<file path="config.mk">
export PLATFORM = sky130hd
export DESIGN_NAME = mcs4_clock_gen
export DESIGN_NICKNAME = d
export VERILOG_FILES = /design/src/rtl/mcs4_clock_gen.sv
export SDC_FILE = /design/constraint.sdc
export NUM_CORES = 1
export LEC_CHECK = 0
export ABC_AREA = 1
export BUFFER_PORTS_ARGS = -buffer_cell sky130_fd_sc_hd__buf_2
export CAP_MARGIN = 30
export CORE_UTILIZATION = 53
export DETAILED_ROUTE_END_ITERATION = 16
export PLACE_DENSITY_LB_ADDON = 0.12
export SETUP_SLACK_MARGIN = 0.15
export SYNTH_ARGS = -nofsm -noshare
export SYNTH_HDL_FRONTEND = slang
export SYNTH_SLANG_ARGS = --single-unit
export TNS_END_PERCENT = 50
</file>
<file path="constraint.sdc">
create_clock -name sysclk -period 3.9 [get_ports sysclk]
set_input_delay 0.585 -clock sysclk [delete_from_list [all_inputs] [get_ports sysclk]]
set_output_delay 0.585 -clock sysclk [all_outputs]
set_load 0.005 [all_outputs]
</file>
<file path="src/rtl/mcs4_clock_gen.sv">
// MCS-4 two-phase clock / SYNC / power-on-clear generator.
// The optional single-step halt logic is built when MCS4_STEP_EN is defined.
// All outputs come straight from flops loaded with next-state decodes.
module mcs4_clock_gen #(
    parameter int unsigned CLK1_LEN   = 2,
    parameter int unsigned GAP1_LEN   = 1,
    parameter int unsigned CLK2_LEN   = 2,
    parameter int unsigned GAP2_LEN   = 1,
    parameter int unsigned POC_CYCLES = 2
) (
    input  logic       sysclk,
    input  logic       reset_n,
    input  logic       poc_req,
`ifdef MCS4_STEP_EN
    input  logic       step_mode,
    input  logic       step_req,
    output logic       halted,
`endif
    output logic       clk1_pad,
    output logic       clk2_pad,
    output logic       sync_pad,
    output logic       poc_pad,
    output logic [2:0] phase,
    output logic       cycle_start
);

    localparam logic [7:0] L0_LAST = 8'(CLK1_LEN - 1);
    localparam logic [7:0] L1_LAST = 8'(GAP1_LEN - 1);
    localparam logic [7:0] L2_LAST = 8'(CLK2_LEN - 1);
    localparam logic [7:0] L3_LAST = 8'(GAP2_LEN - 1);
    localparam logic [7:0] POC_N   = 8'(POC_CYCLES);

    // ph_q is the internal period counter; it idles at 7 (end of X3) out of
    // reset so the first edge wraps cleanly into A1, while the phase output
    // register still resets to 0.
    logic [1:0] seg_q, seg_d;
    logic [7:0] len_q, len_d;
    logic [2:0] ph_q, ph_d;
    logic [7:0] pcnt_q, pcnt_d;
    logic       poc_q, poc_d;
    logic       clk1_q, clk1_d, clk2_q, clk2_d, sync_q, sync_d, cs_q, cs_d;
    logic [2:0] phase_q;
    logic       last, wrap, halt_now;

    // End-of-segment decode against the length of the current segment
    always_comb begin
        last = 1'b0;
        case (seg_q)
            2'd0: last = (len_q == L0_LAST);
            2'd1: last = (len_q == L1_LAST);
            2'd2: last = (len_q == L2_LAST);
            2'd3: last = (len_q == L3_LAST);
            default: last = 1'b0;
        endcase
    end

    assign wrap = last && (seg_q == 2'd3) && (ph_q == 3'd7);

`ifdef MCS4_STEP_EN
    logic step_req_q, halted_q, step_rise;

    assign step_rise = step_req && !step_req_q;
    // Park at the X3/A1 boundary while stepping, unless a step edge frees it.
    assign halt_now  = wrap && step_mode && !(halted_q && step_rise);
    assign halted    = halted_q;

    // Step request edge detector and halt flag
    always_ff @(posedge sysclk or negedge reset_n) begin
        if (!reset_n) begin
            step_req_q <= 1'b0;
            halted_q   <= 1'b0;
        end else begin
            step_req_q <= step_req;
            halted_q   <= halt_now;
        end
    end
`else
    assign halt_now = 1'b0;
`endif

    // Next-state: segment/phase sequencing, POC counting and output decode
    always_comb begin
        seg_d  = seg_q;
        len_d  = len_q;
        ph_d   = ph_q;
        poc_d  = poc_q;
        pcnt_d = pcnt_q;
        if (!halt_now) begin
            if (last) begin
                seg_d = seg_q + 2'd1;
                len_d = '0;
                if (seg_q == 2'd3) ph_d = ph_q + 3'd1;
            end else begin
                len_d = len_q + 8'd1;
            end
        end
        cs_d = wrap && !halt_now;
        // The first A1 start after a request only arms the count, so a
        // partial cycle never counts; release on the A1 start that follows
        // POC_CYCLES complete cycles.
        if (poc_req) begin
            poc_d  = 1'b1;
            pcnt_d = '0;
        end else if (poc_q && cs_d) begin
            if (pcnt_q == POC_N) poc_d = 1'b0;
            else                 pcnt_d = pcnt_q + 8'd1;
        end
        clk1_d = (seg_d == 2'd0) && !halt_now;
        clk2_d = (seg_d == 2'd2) && !halt_now;
        sync_d = (ph_d == 3'd7) && !halt_now;
    end

    // State and output registers
    always_ff @(posedge sysclk or negedge reset_n) begin
        if (!reset_n) begin
            seg_q   <= 2'd3;
            len_q   <= L3_LAST;
            ph_q    <= 3'd7;
            pcnt_q  <= '0;
            poc_q   <= 1'b1;
            clk1_q  <= 1'b0;
            clk2_q  <= 1'b0;
            sync_q  <= 1'b0;
            cs_q    <= 1'b0;
            phase_q <= 3'd0;
        end else begin
            seg_q   <= seg_d;
            len_q   <= len_d;
            ph_q    <= ph_d;
            pcnt_q  <= pcnt_d;
            poc_q   <= poc_d;
            clk1_q  <= clk1_d;
            clk2_q  <= clk2_d;
            sync_q  <= sync_d;
            cs_q    <= cs_d;
            phase_q <= ph_d;
        end
    end

    assign clk1_pad    = clk1_q;
    assign clk2_pad    = clk2_q;
    assign sync_pad    = sync_q;
    assign poc_pad     = poc_q;
    assign phase       = phase_q;
    assign cycle_start = cs_q;

endmodule

</file>
# Yosys cells after proc, flatten, opt, wreduce, memory -nomap -nowiden
# Index checks and enable logic that the tools add are counted.
dict set report totals {
  reg_bits 29
  out_inout_bits 8
}
dict set report classes {
  eq_ne 9
  n_reduce_logical 12
  muxes 11
  add_sub_neg 4
}
# op n
set ops {}
lappend ops {{two-way mux 8 bit} 4}
lappend ops {{adder 8 x 1 -> 8 bit, second input constant} 2}
lappend ops {{== test 8 x 1 -> 1 bit, second input constant} 1}
lappend ops {{== test 8 x 2 -> 1 bit, second input constant} 1}
lappend ops {{zero test 8 bit} 1}
lappend ops {{== test 2 bit, second input constant} 3}
lappend ops {{== test 3 bit, second input constant} 2}
lappend ops {{two-way mux 3 bit} 2}
lappend ops {{zero test 2 bit} 2}
lappend ops {{AND reduction 2 bit} 2}
lappend ops {{nonzero test 2 bit} 2}
lappend ops {{OR reduction 2 bit} 2}
lappend ops {{adder 3 x 1 -> 3 bit, second input constant} 1}
lappend ops {{logical AND 1 bit} 3}
lappend ops {{two-way mux 1 bit} 3}
lappend ops {{adder 2 x 1 -> 2 bit, second input constant} 1}
lappend ops {{== test 2 x 1 -> 1 bit, second input constant} 1}
lappend ops {{two-way mux 2 bit} 1}
lappend ops {{!= test 2 bit, second input constant} 1}
lappend ops {{one-hot mux 1 bit (2 select lines)} 1}

# Logic depth before layout (Yosys ltp)
# Gate-level depths: netlist of the first run.
dict set report logic_depth {
  ltp_word 8
  depth_mapped 11
}

# Worst setup path before layout of the first run
# Ideal clock, no wire load.
dict set report synth_timing {
  path_kind {register -> register}
  from {register seg_q[0]}
  to {register pcnt_q[2]}
  period_less_slack_ps 1579
  arrival_ps 1462
  path_slack_ps 2321
  setup_ps 117
  n_path_buf 0
  stages_incl_launch_ff 9
  path_cell_list {dfstp_2 ha_1 o21ai_0 nand2_2 nand4_1 nand2_2 nand2_4 nand2_1 nand2_1}
}
dict set report synth_between {
  elab_chain_len 8
  elab_cells_between_ends 12
  classes_between {eq/ne: 3; mux: 1; reduce/logical: 8}
}
# item line_no
set synth_rtl {}
lappend synth_rtl {{start, declared} 36} ;# logic [1:0] seg_q, seg_d;
lappend synth_rtl {{start signal, assigned} 127} ;# seg_q <= seg_d;
lappend synth_rtl {{== test 2 bit, or another cell as far along} {48, 57}}
lappend synth_rtl {{OR reduction 2 bit (no source line)} -}
lappend synth_rtl {{one-hot mux 1 bit (2 select lines)} 48} ;# case (seg_q)
lappend synth_rtl {{logical AND 1 bit (*) (2 in a row)} 57} ;# assign wrap = last && (seg_q == 2'd3) && (ph_q == 3'd7);
lappend synth_rtl {{logical AND 1 bit (*)} 104} ;# end else if (poc_q && cs_d) begin
lappend synth_rtl {{nonzero test 2 bit (no source line) (*)} -}
lappend synth_rtl {{AND reduction 2 bit (no source line) (*)} -}
lappend synth_rtl {{end signal, assigned} 130} ;# pcnt_q <= pcnt_d;
lappend synth_rtl {{end, declared} 39} ;# logic [7:0] pcnt_q, pcnt_d;
# Every way passes the cells marked *; elsewhere a longest branch is shown, timed or not.
# A chain may end at the register's enable or synchronous reset.

# Final worst setup path of the first run
dict set report layout_timing {
  from {register seg_q[0]}
  to {register pcnt_q[7]}
}
# The elaborated chain is that of the path after synthesis.

==> results by group, run 1 <==
Status
  – Status: complete, no violations

Run
  – Max cap viols: 0

Power and ir drop
  – VDD IR-drop max: 0.325 mV
  – PD cells: 359 nW/um2
  – LEAKAGE: 0.942 nW

Drt
  – Vias per cell: 4.97
  – DR iter-0 viols: 31
  – Residual DRC count: 0
  – Drt pass-1 iters: 4
  – Routed wire per std cell: 11.0 um
  – Antenna Violating Nets Remaining: 0
  – Via count: 1089
  – WL final: 2.41 mm

Setup path
  – CP startpoint kind: flop
  – Crit path arrival time: 1.93 ns
  – CP Max Fanout: 8
  – Critical R2R Capture: pcnt_q[7]$_DFFE_PN0P_
  – Reg-to-Reg Start: seg_q[0]$_DFF_PN1_
  – Worst EP required: 4.11 ns
  – Worst setup EP type: flop
  – WS Path Type: flop to flop
  – Reg2Reg Depth: 8
  – Flop2flop setup slack: 2.18 ns

Place
  – Port buffer count: 10
  – Gpl congestion: 0.843
  – Dpl hpwl: 1.79 mm
  – Place WS: 2.18 ns
  – Placed cells: 211

Finish
  – Layout area overhead: 12.5%
  – Layout cells sized above 1: 22.3%
  – Most common cell after layout, fill and taps aside: nand2_1
  – Commonest non-fill, non-tap cells in the layout: 38 x nand2_1, 27 x inv_1, 23 x dfrtp_1, 18 x nor2_1
  – Fin cells: 219
  – Antenna cells: 0
  – Final layout net count: 199

Timing
  – Setup TNS: 0 ns
  – Slew margin rel.: 58.4%
  – Period utilisation layout: 44.0%
  – Max Clk Rate: 583 MHz
  – RSZ-0062 raised after global routing: false
  – Period minus WS final: 1.72 ns
  – Setup Skew: 0.0137 ns
  – Actual slew at the worst max-slew pin: 0.624 ns
  – Setup slack after layout: 2.18 ns
  – Setup-failing EPs final: 0
  – Final Slew Violations: 0
  – Endpoints failing hold: 0

Synth
  – Avg Synthesized Cell Area: 8.99 um2
  – Post-synth cell types: 24
  – Post-Syn Area: 1530 um2
  – Warnings, synthesis: 0
  – Syn_nets: 182
  – Sequential fraction of the synthesis area: 48.0%
  – FF+latch count, synth: 29
  – Post-Syn Instances: 170

Clock tree
  – CTS tree: built
  – H-Tree Depth: 2
  – CTS sink count: 29
  – Cts repair resizes: 0
  – Root Buffer: clkbuf_4
  – Hold_buf cts: 0
  – Clock Pin Slew Worst Setup and Hold Paths: 0.10 ns
  – CTS Buf Count: 5
  – Clk Latency, worst-skew pair: 0.32 ns
  – Setup bufs post-CTS: 0
  – CTS Buffer Depth: 2

Global route
  – First-pass GRT wire length: 4.55 mm
  – GRT Total Usage: 19.1%
  – Vias in the first global route: 1115
  – Initial antenna violation count: 0
  – Largest net degree at the start of global routing: 30
  – Grt ovf: 0

Floorplanning
  – Die area: 3100 um2
  – I/O pin cnt: 11
  – Core outline area: 2730 um2
  – Die Wd: 55.7 um
  – Die Span Y: 55.7 um
  – Starting Density: 55.9%
  – Row count: 19

Hold path
  – HP Class: input pin to async pin
-- metrics by stage --
stage	util, %	power [mW]	instance area, um2	hold WS, ns
after floorplan	-	0.312	1530	0.289
after global placement	59.2	0.320	1620	0.482
after detailed placement	59.2	0.321	1620	0.482
after CTS	62.9	0.628	1720	0.280
after global routing	62.9	0.642	1720	0.302
final	62.9	0.617	1720	0.268
-- cells by family (layout without fill, tap and decap cells) --
group | Yosys count | in the layout | share of synthesized area (%)
AOI/OAI and AO/OA | 7 | 7 | 2.78
DFF | 29 | 29 | 48.0
xor gates and xnor gates | 7 | 7 | 4.50
buffers and inverters | 28 | 46 | 6.87
and+or+nand+nor | 90 | 90 | 30.5
adders and majority gates | 9 | 9 | 7.37
-- state kept, by name (all words and copies together) (netlist names) --
name,cells
len_q,8
pcnt_q,8
ph_q,3
phase,3
seg_q,2
clk1_pad,1
clk2_pad,1
cycle_start,1
poc_pad,1
sync_pad,1
-- how the worst max path moves through the flow --
stage | startpoint | end | cells after the start
finish | seg_q[0]$_DFF_PN1_ | pcnt_q[7]$_DFFE_PN0P_ | 8
global route | seg_q[0]$_DFF_PN1_ | pcnt_q[7]$_DFFE_PN0P_ | 8
floorplan | seg_q[0]$_DFF_PN1_ | pcnt_q[2]$_DFFE_PN0P_ | 8
global placement | seg_q[0]$_DFF_PN1_ | pcnt_q[1]$_DFFE_PN0P_ | 8
detailed placement | seg_q[0]$_DFF_PN1_ | pcnt_q[0]$_DFFE_PN0P_ | 8
CTS | seg_q[0]$_DFF_PN1_ | pcnt_q[7]$_DFFE_PN0P_ | 8
-- worst max-delay path, stage by stage (launching register included) --
cell,delay (ns)
dfstp_2,0.58
ha_1,0.28
o21ai_0,0.13
nand2_2,0.13
nand4_1,0.12
nand2_2,0.15
nand2_4,0.10
nand2_1,0.07
nand2_1,0.05
-- layout make-up --
cell class	count	area [um2]
tap	31	38.8
fill	234	1010
inverter	28	105
multi-input combinational	113	691
sequential	29	733
clock buffer	5	37.5
timing repair buffer	10	50.0
clock inverter	3	65.1
-- per-layer routing --
layer | up-vias | GRT usage, % | routed length, um
li1 | 558 | - | -
met1 | 508 | 22.9 | 1160
met2 | 17 | 29.9 | 1120
met3 | 6 | 7.44 | 97
met4 | 0 | 9.29 | 36
met5 | - | 0 | 0
-- where the power goes --
part	leakage, nW	switching (mW)	total (mW)	internal, mW
registers	0.374	0.000574	0.302	0.301
logic	0.513	0.0107	0.0128	0.00212
clock network	0.0552	0.104	0.302	0.198
total	0.942	0.115	0.617	0.502
-- synth_stat cells (all sizes together) --
cell    count  area share, %
or2         1           0.57
nor3b       2           0.98
nor2       23            8.3
dfstp       6             10
dfrtp      23             38
a21oi       1           0.33
xnor2       2            1.6
nand4       7            2.9
nand3b      1           0.49
nand2      45             13
o21ai       6            2.5
xor2        5            2.9
ha          9            7.4
inv        28            6.9
nand3      11            4.4
Note: power is estimated with default switching activity, not from simulation.
==> run 2, diff against run 1 <==
clock period = 1.5 ns   (was 3.9 ns; I/O delays follow)
==> run 2 against run 1 <==
Against the previous run:
- the run now ends with negative setup slack left
- via count rose by 5.8%
- clock skew fell by 0.0031 ns
- worst setup slack got worse by 2.3 ns
- combinational power rose to 3.2 times the previous value
- critical endpoint is now pcnt_q[2]$_DFFE_PN0P_
- clock power rose by 58%
- sequential share of layout area fell by 2.1 points
- flip-flop and latch count did not move
==> results by group, run 2 (synthesis results as in run 1) <==
Floorplanning
  – Die Span Y: 55.7 um (unchanged)
  – Core outline area: 2730 um2 (unchanged)
  – Die Wd: 55.7 um (unchanged)
  – Starting Density: 55.9% (unchanged)
  – I/O pin cnt: 11 (unchanged)
  – Die area: 3100 um2 (unchanged)
  – Row count: 19 (unchanged)

Setup path
  – CP max stage delay: 0.54 ns (-0.04 ns)
  – Worst EP required: 1.72 ns (-2.39 ns)
  – Worst setup EP type: flop
  – Reg2Reg Depth: 9 (+1)
  – Crit path arrival time: 1.79 ns (-0.14 ns)
  – CP startpoint kind: flop
  – CP cell instances: inv_2, ha_4, o21ai_2, nand2_2, nand4_1, nand2_2, buf_12, nand3_1, nand2_2
  – CP Max Fanout: 5 (-3)
  – CP most frequent cell: nand2_2
  – Slowest cell on crit path: dfstp_2
  – WS Path Type: flop to flop

Finish
  – Top Registers: len_q x8, pcnt_q x8
  – Layout area overhead: 18.2%
  – Antenna cells: 0 (unchanged)
  – Layout cells sized above 1: 29.9% (+7.6 points)
  – Fin cells: 228 (+4.1%)
  – Most common cell after layout, fill and taps aside: nand2_1
  – Final layout net count: 208 (+4.5%)
  – Commonest non-fill, non-tap cells in the layout: 35 x nand2_1, 25 x inv_1, 23 x dfrtp_1, 16 x nor2_1

Timing
  – Setup-failing EPs final: 9 (+9)
  – Endpoints failing hold: 0 (unchanged)
  – Actual slew at the worst max-slew pin: 0.629 ns (+0.00433 ns)
  – Period minus WS final: 1.57 ns (-0.146 ns)
  – Setup slack after layout: -0.0700 ns (-2.25 ns)
  – Setup TNS: -0.466 ns (-0.466 ns)
  – Final Slew Violations: 0 (unchanged)
  – Setup Skew: 0.0106 ns (-0.00311 ns)
  – RSZ-0062 raised after global routing: true
  – Period utilisation layout: 105% (+61 points)
  – Max Clk Rate: 637 MHz (+9.3%)
  – Slew margin rel.: 58.1% (-0.29 points)

Power and ir drop
  – VDD IR-drop max: 0.885 mV (+170%)
  – Sequential power share: 60.2% (+11 points)
  – Internal: 1.03 mW (+100%)
  – PD cells: 722 nW/um2 (+100%)
  – Comb power frac: 3.2% (+1.1 points)
  – LEAKAGE: 0.970 nW (+3.0%)
  – Switch Pwr: 279 uW (+140%)
  – Switching portion of total power: 21.4% (+2.7 points)
  – Clock Power Share: 36.7% (-12 points)

Clock tree
  – CTS tree: built
  – CTS Buffer Depth: 2 (unchanged)
  – Root Buffer: clkbuf_4
  – CTS Buf Count: 5 (unchanged)
  – Clk Latency, worst-skew pair: 0.32 ns (about the same)
  – Clock Pin Slew Worst Setup and Hold Paths: 0.09 ns (about the same)
  – H-Tree Depth: 2 (unchanged)
  – CTS sink count: 29 (unchanged)

Drt
  – DR iter-0 viols: 26 (-16%)
  – Vias per cell: 5.05 (+1.6%)
  – Antenna Violating Nets Remaining: 0 (unchanged)
  – WL final: 2.56 mm (+6.1%)
  – Routed wire per std cell: 11.2 um (+1.9%)
  – Drt pass-1 iters: 4 (unchanged)
  – Via count: 1152 (+5.8%)
  – Residual DRC count: 0 (unchanged)

Global route
  – Grt ovf: 0 (unchanged)
  – First-pass GRT wire length: 4.49 mm (-1.4%)
  – Vias in the first global route: 1088 (-2.4%)
  – Initial antenna violation count: 0 (unchanged)
  – Largest net degree at the start of global routing: 30 (unchanged)
  – GRT Total Usage: 19.0% (-0.041 points)

Run
  – Max cap viols: 0 (unchanged)

Status
  – Status: finished with violations
  – Failing checks: negative setup slack

Hold path
  – Min-Delay Path Depth: 4
  – HP Class: input pin to flop

Place
  – Dpl hpwl: 1.88 mm (+4.9%)
  – Placed cells: 217 (+2.8%)
  – Gpl congestion: 0.811 (-3.8%)
  – Port buffer count: 10 (unchanged)
==> run 2: cell types whose count changed in the layout (fill, tap and decap cells not counted), sizes merged <==
cell	change
clkinv	-1
bufinv	-2
dlygate4sd3	+1
buf	+8
clkbuf	+3
==> run 2: per-layer routing <==
layer / GRT usage (%) / vias to the layer above / share of wire [%]
met2: 29.3 / 26 / 49
li1: - / 577 / -
met4: 11.4 / 0 / 2.3
met5: 0 / - / 0
met1: 23.8 / 543 / 44
met3: 5.58 / 6 / 4.7
==> run 2: power by group through the flow <==
| stage | clock network (mW) | logic, mW | registers (mW) |
|---|---|---|---|
| 2_1_floorplan | 0 | 0.0115 | 0.799 |
| 3_3_place_gp | 0 | 0.0331 | 0.800 |
| 3_5_place_dp | 0 | 0.0350 | 0.800 |
| 4_1_cts | 0.502 | 0.0432 | 0.785 |
| 5_1_grt | 0.533 | 0.0476 | 0.786 |
| 6_report | 0.478 | 0.0415 | 0.785 |
==> run 2: cell type report <==
| type | count | area, um2 |
|---|---|---|
| clock buffer | 8 | 58.8 |
| fill | 225 | 926 |
| inverter | 28 | 105 |
| multi-input combinational | 113 | 736 |
| sequential | 29 | 733 |
| tap | 31 | 38.8 |
| timing repair buffer | 19 | 136 |
==> run 2: worst paths after layout <==
| kind | slack (ns) | startpoint | endpoint |
|---|---|---|---|
| worst max-delay path | -0.07 | seg_q[1]$_DFF_PN1_ | pcnt_q[2]$_DFFE_PN0P_ |
| worst min-delay path | 0.29 | poc_req | pcnt_q[5]$_DFFE_PN0P_ |
| worst max register to register | -0.07 | seg_q[1]$_DFF_PN1_ | pcnt_q[2]$_DFFE_PN0P_ |
| worst min register to register | 0.50 | len_q[0]$_DFF_PN0_ | len_q[0]$_DFF_PN0_ |
| max in group asynchronous | 0.63 | reset_n | phase[0]$_DFF_PN0_ |
| min in group asynchronous | 0.44 | reset_n | len_q[6]$_DFF_PN0_ |
==> run 2: metrics by stage <==
stage | util (%) | hold slack, ns | power [mW] | cell area, um2 | setup slack, ns
after floorplan | - | -0.0706 | 0.811 | 1550 | -0.00997
after global placement | 61.7 | 0.273 | 0.833 | 1690 | -0.0439
after detailed placement | 61.7 | 0.290 | 0.835 | 1690 | -0.0925
after CTS | 65.3 | 0.266 | 1.33 | 1780 | -0.0652
after global routing | 66.1 | 0.305 | 1.37 | 1810 | -0.163
final | 66.1 | 0.286 | 1.30 | 1810 | -0.0700
==> run 2: repair_timing <==
item | CTS | global route
hold buffers | 1 | 0
buffers inserted | 2 | 0
hold endpoints to repair | 23 | 0
endpoints found under the setup margin | 23 | 25
pin swaps | 4 | 7
resized for setup | 1 | 9
==> run 2: critical path, delay by kind of cell, from the launching register on <==
kind	cells	cell delay (ns)
AOI/OAI and AO/OA	1	0.13
and+or+nand+nor	5	0.46
buffers and inverters	2	0.19
adders and majority gates	1	0.15
DFF	1	0.54
==> run 3, diff against run 2 <==
CORE_ASPECT_RATIO = 1.4   (was not set)
==> run 3 against run 2 <==
Against the previous run:
- wire length up 4.8%
- non-clock buffer count fell by 2
- the flow still finishes with violations (negative setup slack)
- hold slack got worse by 0.015 ns
- highest routed layer unchanged
- total power rose by 23%
- register-to-register slack got worse by 0.05 ns
- die area rose by 0.10%
- largest cell class is now registers
- largest power group is now the clock network
- core utilization grew 2.2 points
- sequential share of layout area shrank 0.36 points
- combinational power shrank 14%
==> results by group, run 3 (synthesis results as in run 1) <==
Drt
  – Residual DRC count: 0 (unchanged)
  – WL final: 2.68 mm (+4.8%)
  – Drt pass-1 iters: 4 (unchanged)
  – Via count: 1139 (-1.1%)
  – Routed wire per std cell: 11.6 um (+3.4%)
  – Antenna Violating Nets Remaining: 0 (unchanged)
  – DR iter-0 viols: 24 (-7.7%)
  – Vias per cell: 4.93 (-2.4%)

Finish
  – Top Registers: len_q x8, pcnt_q x8
  – Most common cell after layout, fill and taps aside: nand2_1
  – Final Util: 68.3% (+2.2 points)
  – Layout area overhead: 19.3%
  – Fin cells: 231 (+1.3%)
  – Commonest non-fill, non-tap cells in the layout: 35 x nand2_1, 26 x inv_1, 23 x dfrtp_1, 16 x nor2_1, 10 x buf_2
  – FILL cells: 232 (+3.1%)
  – Antenna cells: 0 (unchanged)
  – Layout cells sized above 1: 29.2% (-0.72 points)
  – Final layout net count: 206 (-0.96%)

Hold path
  – HP Class: input pin to flop

Global route
  – Grt ovf: 0 (unchanged)
  – Largest net degree at the start of global routing: 30 (unchanged)
  – Initial antenna violation count: 0 (unchanged)
  – Met2 Usage GRT: 37.8% (+8.6 points)
  – GRT Max-Usage Layer: met2
  – Vias in the first global route: 1163 (+6.9%)
  – Global routing usage on met3: 5.77% (+0.19 points)
  – First-pass GRT wire length: 4.53 mm (+0.78%)
  – GRT Total Usage: 21.0% (+2.0 points)
  – M1 GR Usage: 20.1% (-3.6 points)

Setup path
  – CP max stage delay: 0.55 ns (about the same)
  – CP most frequent cell: nand2_1
  – Slowest cell on crit path: dfstp_2
  – Worst setup EP type: flop
  – CP cell instances: inv_2, ha_4, nor2_2, nand2_1, nand2_2, nand4_1, nand2_2, nand2_4, nand2_1, nand2_1
  – WS Path Type: flop to flop
  – Worst EP required: 1.74 ns (+0.02 ns)
  – Crit path arrival time: 1.86 ns (+0.07 ns)
  – Flop2flop setup slack: -0.12 ns (-0.05 ns)
  – CP Max Fanout: 8 (+3)
  – CP startpoint kind: flop

Timing
  – Setup TNS: -0.938 ns (-0.472 ns)
  – Period utilisation layout: 108% (+3.7 points)
  – Max Clk Rate: 615 MHz (-3.4%)
  – Actual slew at the worst max-slew pin: 0.629 ns (+0.000310 ns)
  – Slew margin rel.: 58.1% (about the same)
  – Setup-failing EPs final: 11 (+2)
  – Setup Skew: 0.0105 ns (-0.0000765 ns)
  – Period minus WS final: 1.62 ns (+0.0548 ns)
  – RSZ-0062 raised after global routing: true
  – Setup slack after layout: -0.125 ns (-0.0548 ns)
  – Final Slew Violations: 0 (unchanged)
  – Endpoints failing hold: 0 (unchanged)

Run
  – Max cap viols: 0 (unchanged)

Floorplanning
  – Die area: 3110 um2 (+0.10%)
  – Starting Density: 57.3% (+1.3 points)
  – Row count: 22 (+3)
  – I/O pin cnt: 11 (unchanged)
  – Die Wd: 47.4 um (-15%)
  – Die Span Y: 65.6 um (+18%)
  – Core outline area: 2670 um2 (-2.3%)

Place
  – Placed cells: 220 (+1.4%)
  – Dpl hpwl: 1.99 mm (+5.9%)
  – Port buffer count: 10 (unchanged)
  – Gpl congestion: 0.833 (+2.7%)

Clock tree
  – CTS Buffer Depth: 2 (unchanged)
  – CTS Buf Count: 5 (unchanged)
  – Clock Pin Slew Worst Setup and Hold Paths: 0.10 ns (about the same)
  – CTS sink count: 29 (unchanged)
  – Root Buffer: clkbuf_4
  – Clk Latency, worst-skew pair: 0.33 ns (about the same)
  – H-Tree Depth: 2 (unchanged)
  – CTS tree: built

Status
  – Status: finished with violations
  – Failing checks: negative setup slack

Power and ir drop
  – LEAKAGE: 0.978 nW (+0.84%)
  – Internal: 1.31 mW (+27%)
  – Switch Pwr: 303 uW (+8.9%)
  – Sequential power share: 48.8% (-11 points)
  – Switching portion of total power: 18.8% (-2.5 points)
  – Clock Power Share: 49.0% (+12 points)
  – Comb power frac: 2.2% (-1.0 points)
  – VDD IR-drop max: 0.749 mV (-15%)
  – PD cells: 882 nW/um2 (+22%)
[run 3: area by class of cell]
type | count | area (um2) | area share [%]
clock buffer | 5 | 37.5 | 2.06
clock inverter | 3 | 65.1 | 3.57
inverter | 28 | 105 | 5.76
multi-input combinational | 113 | 733 | 40.2
sequential | 29 | 733 | 40.2
tap | 36 | 45.0 | 2.47
timing repair buffer | 17 | 105 | 5.76
[run 3: stage by stage]
stage	hold slack [ns]	worst slack, ns	power (mW)	area (um2)
final	0.270	-0.125	1.61	1820
after global routing	0.265	-0.222	1.66	1820
after CTS	0.255	-0.107	1.63	1800
after detailed placement	0.278	-0.100	0.834	1680
after global placement	0.265	-0.0542	0.832	1680
after floorplan	-0.0706	-0.00997	0.811	1550
[run 3: worst paths after layout]
path / from / to / cells after the start
max: seg_q[1]$_DFF_PN1_ / pcnt_q[0]$_DFFE_PN0P_ / 10
min: poc_req / pcnt_q[5]$_DFFE_PN0P_ / 4
max reg2reg: seg_q[1]$_DFF_PN1_ / pcnt_q[0]$_DFFE_PN0P_ / 10
min reg2reg: len_q[0]$_DFF_PN0_ / len_q[0]$_DFF_PN0_ / 1
max in group asynchronous: reset_n / phase[0]$_DFF_PN0_ / 2
min in group asynchronous: reset_n / pcnt_q[2]$_DFFE_PN0P_ / 2
[run 3: worst max-delay path, delay by kind of cell, from the launching register on]
kind | cells | cell delay, ns
simple gates | 8 | 0.78
flops | 1 | 0.55
buf+inv | 1 | 0.05
fa+ha+maj | 1 | 0.15
[run 3: power groups by stage]
stage / clock network (mW) / registers, mW / logic, mW
detailed placement: 0 / 0.800 / 0.0344
global placement: 0 / 0.800 / 0.0329
finish: 0.789 / 0.785 / 0.0358
floorplan: 0 / 0.799 / 0.0115
global route: 0.829 / 0.786 / 0.0417
CTS: 0.807 / 0.785 / 0.0368
[run 3: what timing repair did]
item | CTS | global route
resized for setup | 0 | 6
hold buffers | 1 | 0
pin swaps | 4 | 6
gates cloned | 0 | 0
buffers inserted | 1 | 1
hold endpoints to repair | 23 | 0
endpoints found under the setup margin | 23 | 25
[run 3: per-layer routing]
metal / vias to the layer above / wire length (um)
met2: 8 / 1510
met5: - / 0
li1: 577 / -
met3: 7 / 64
met4: 0 / 62
met1: 547 / 1040
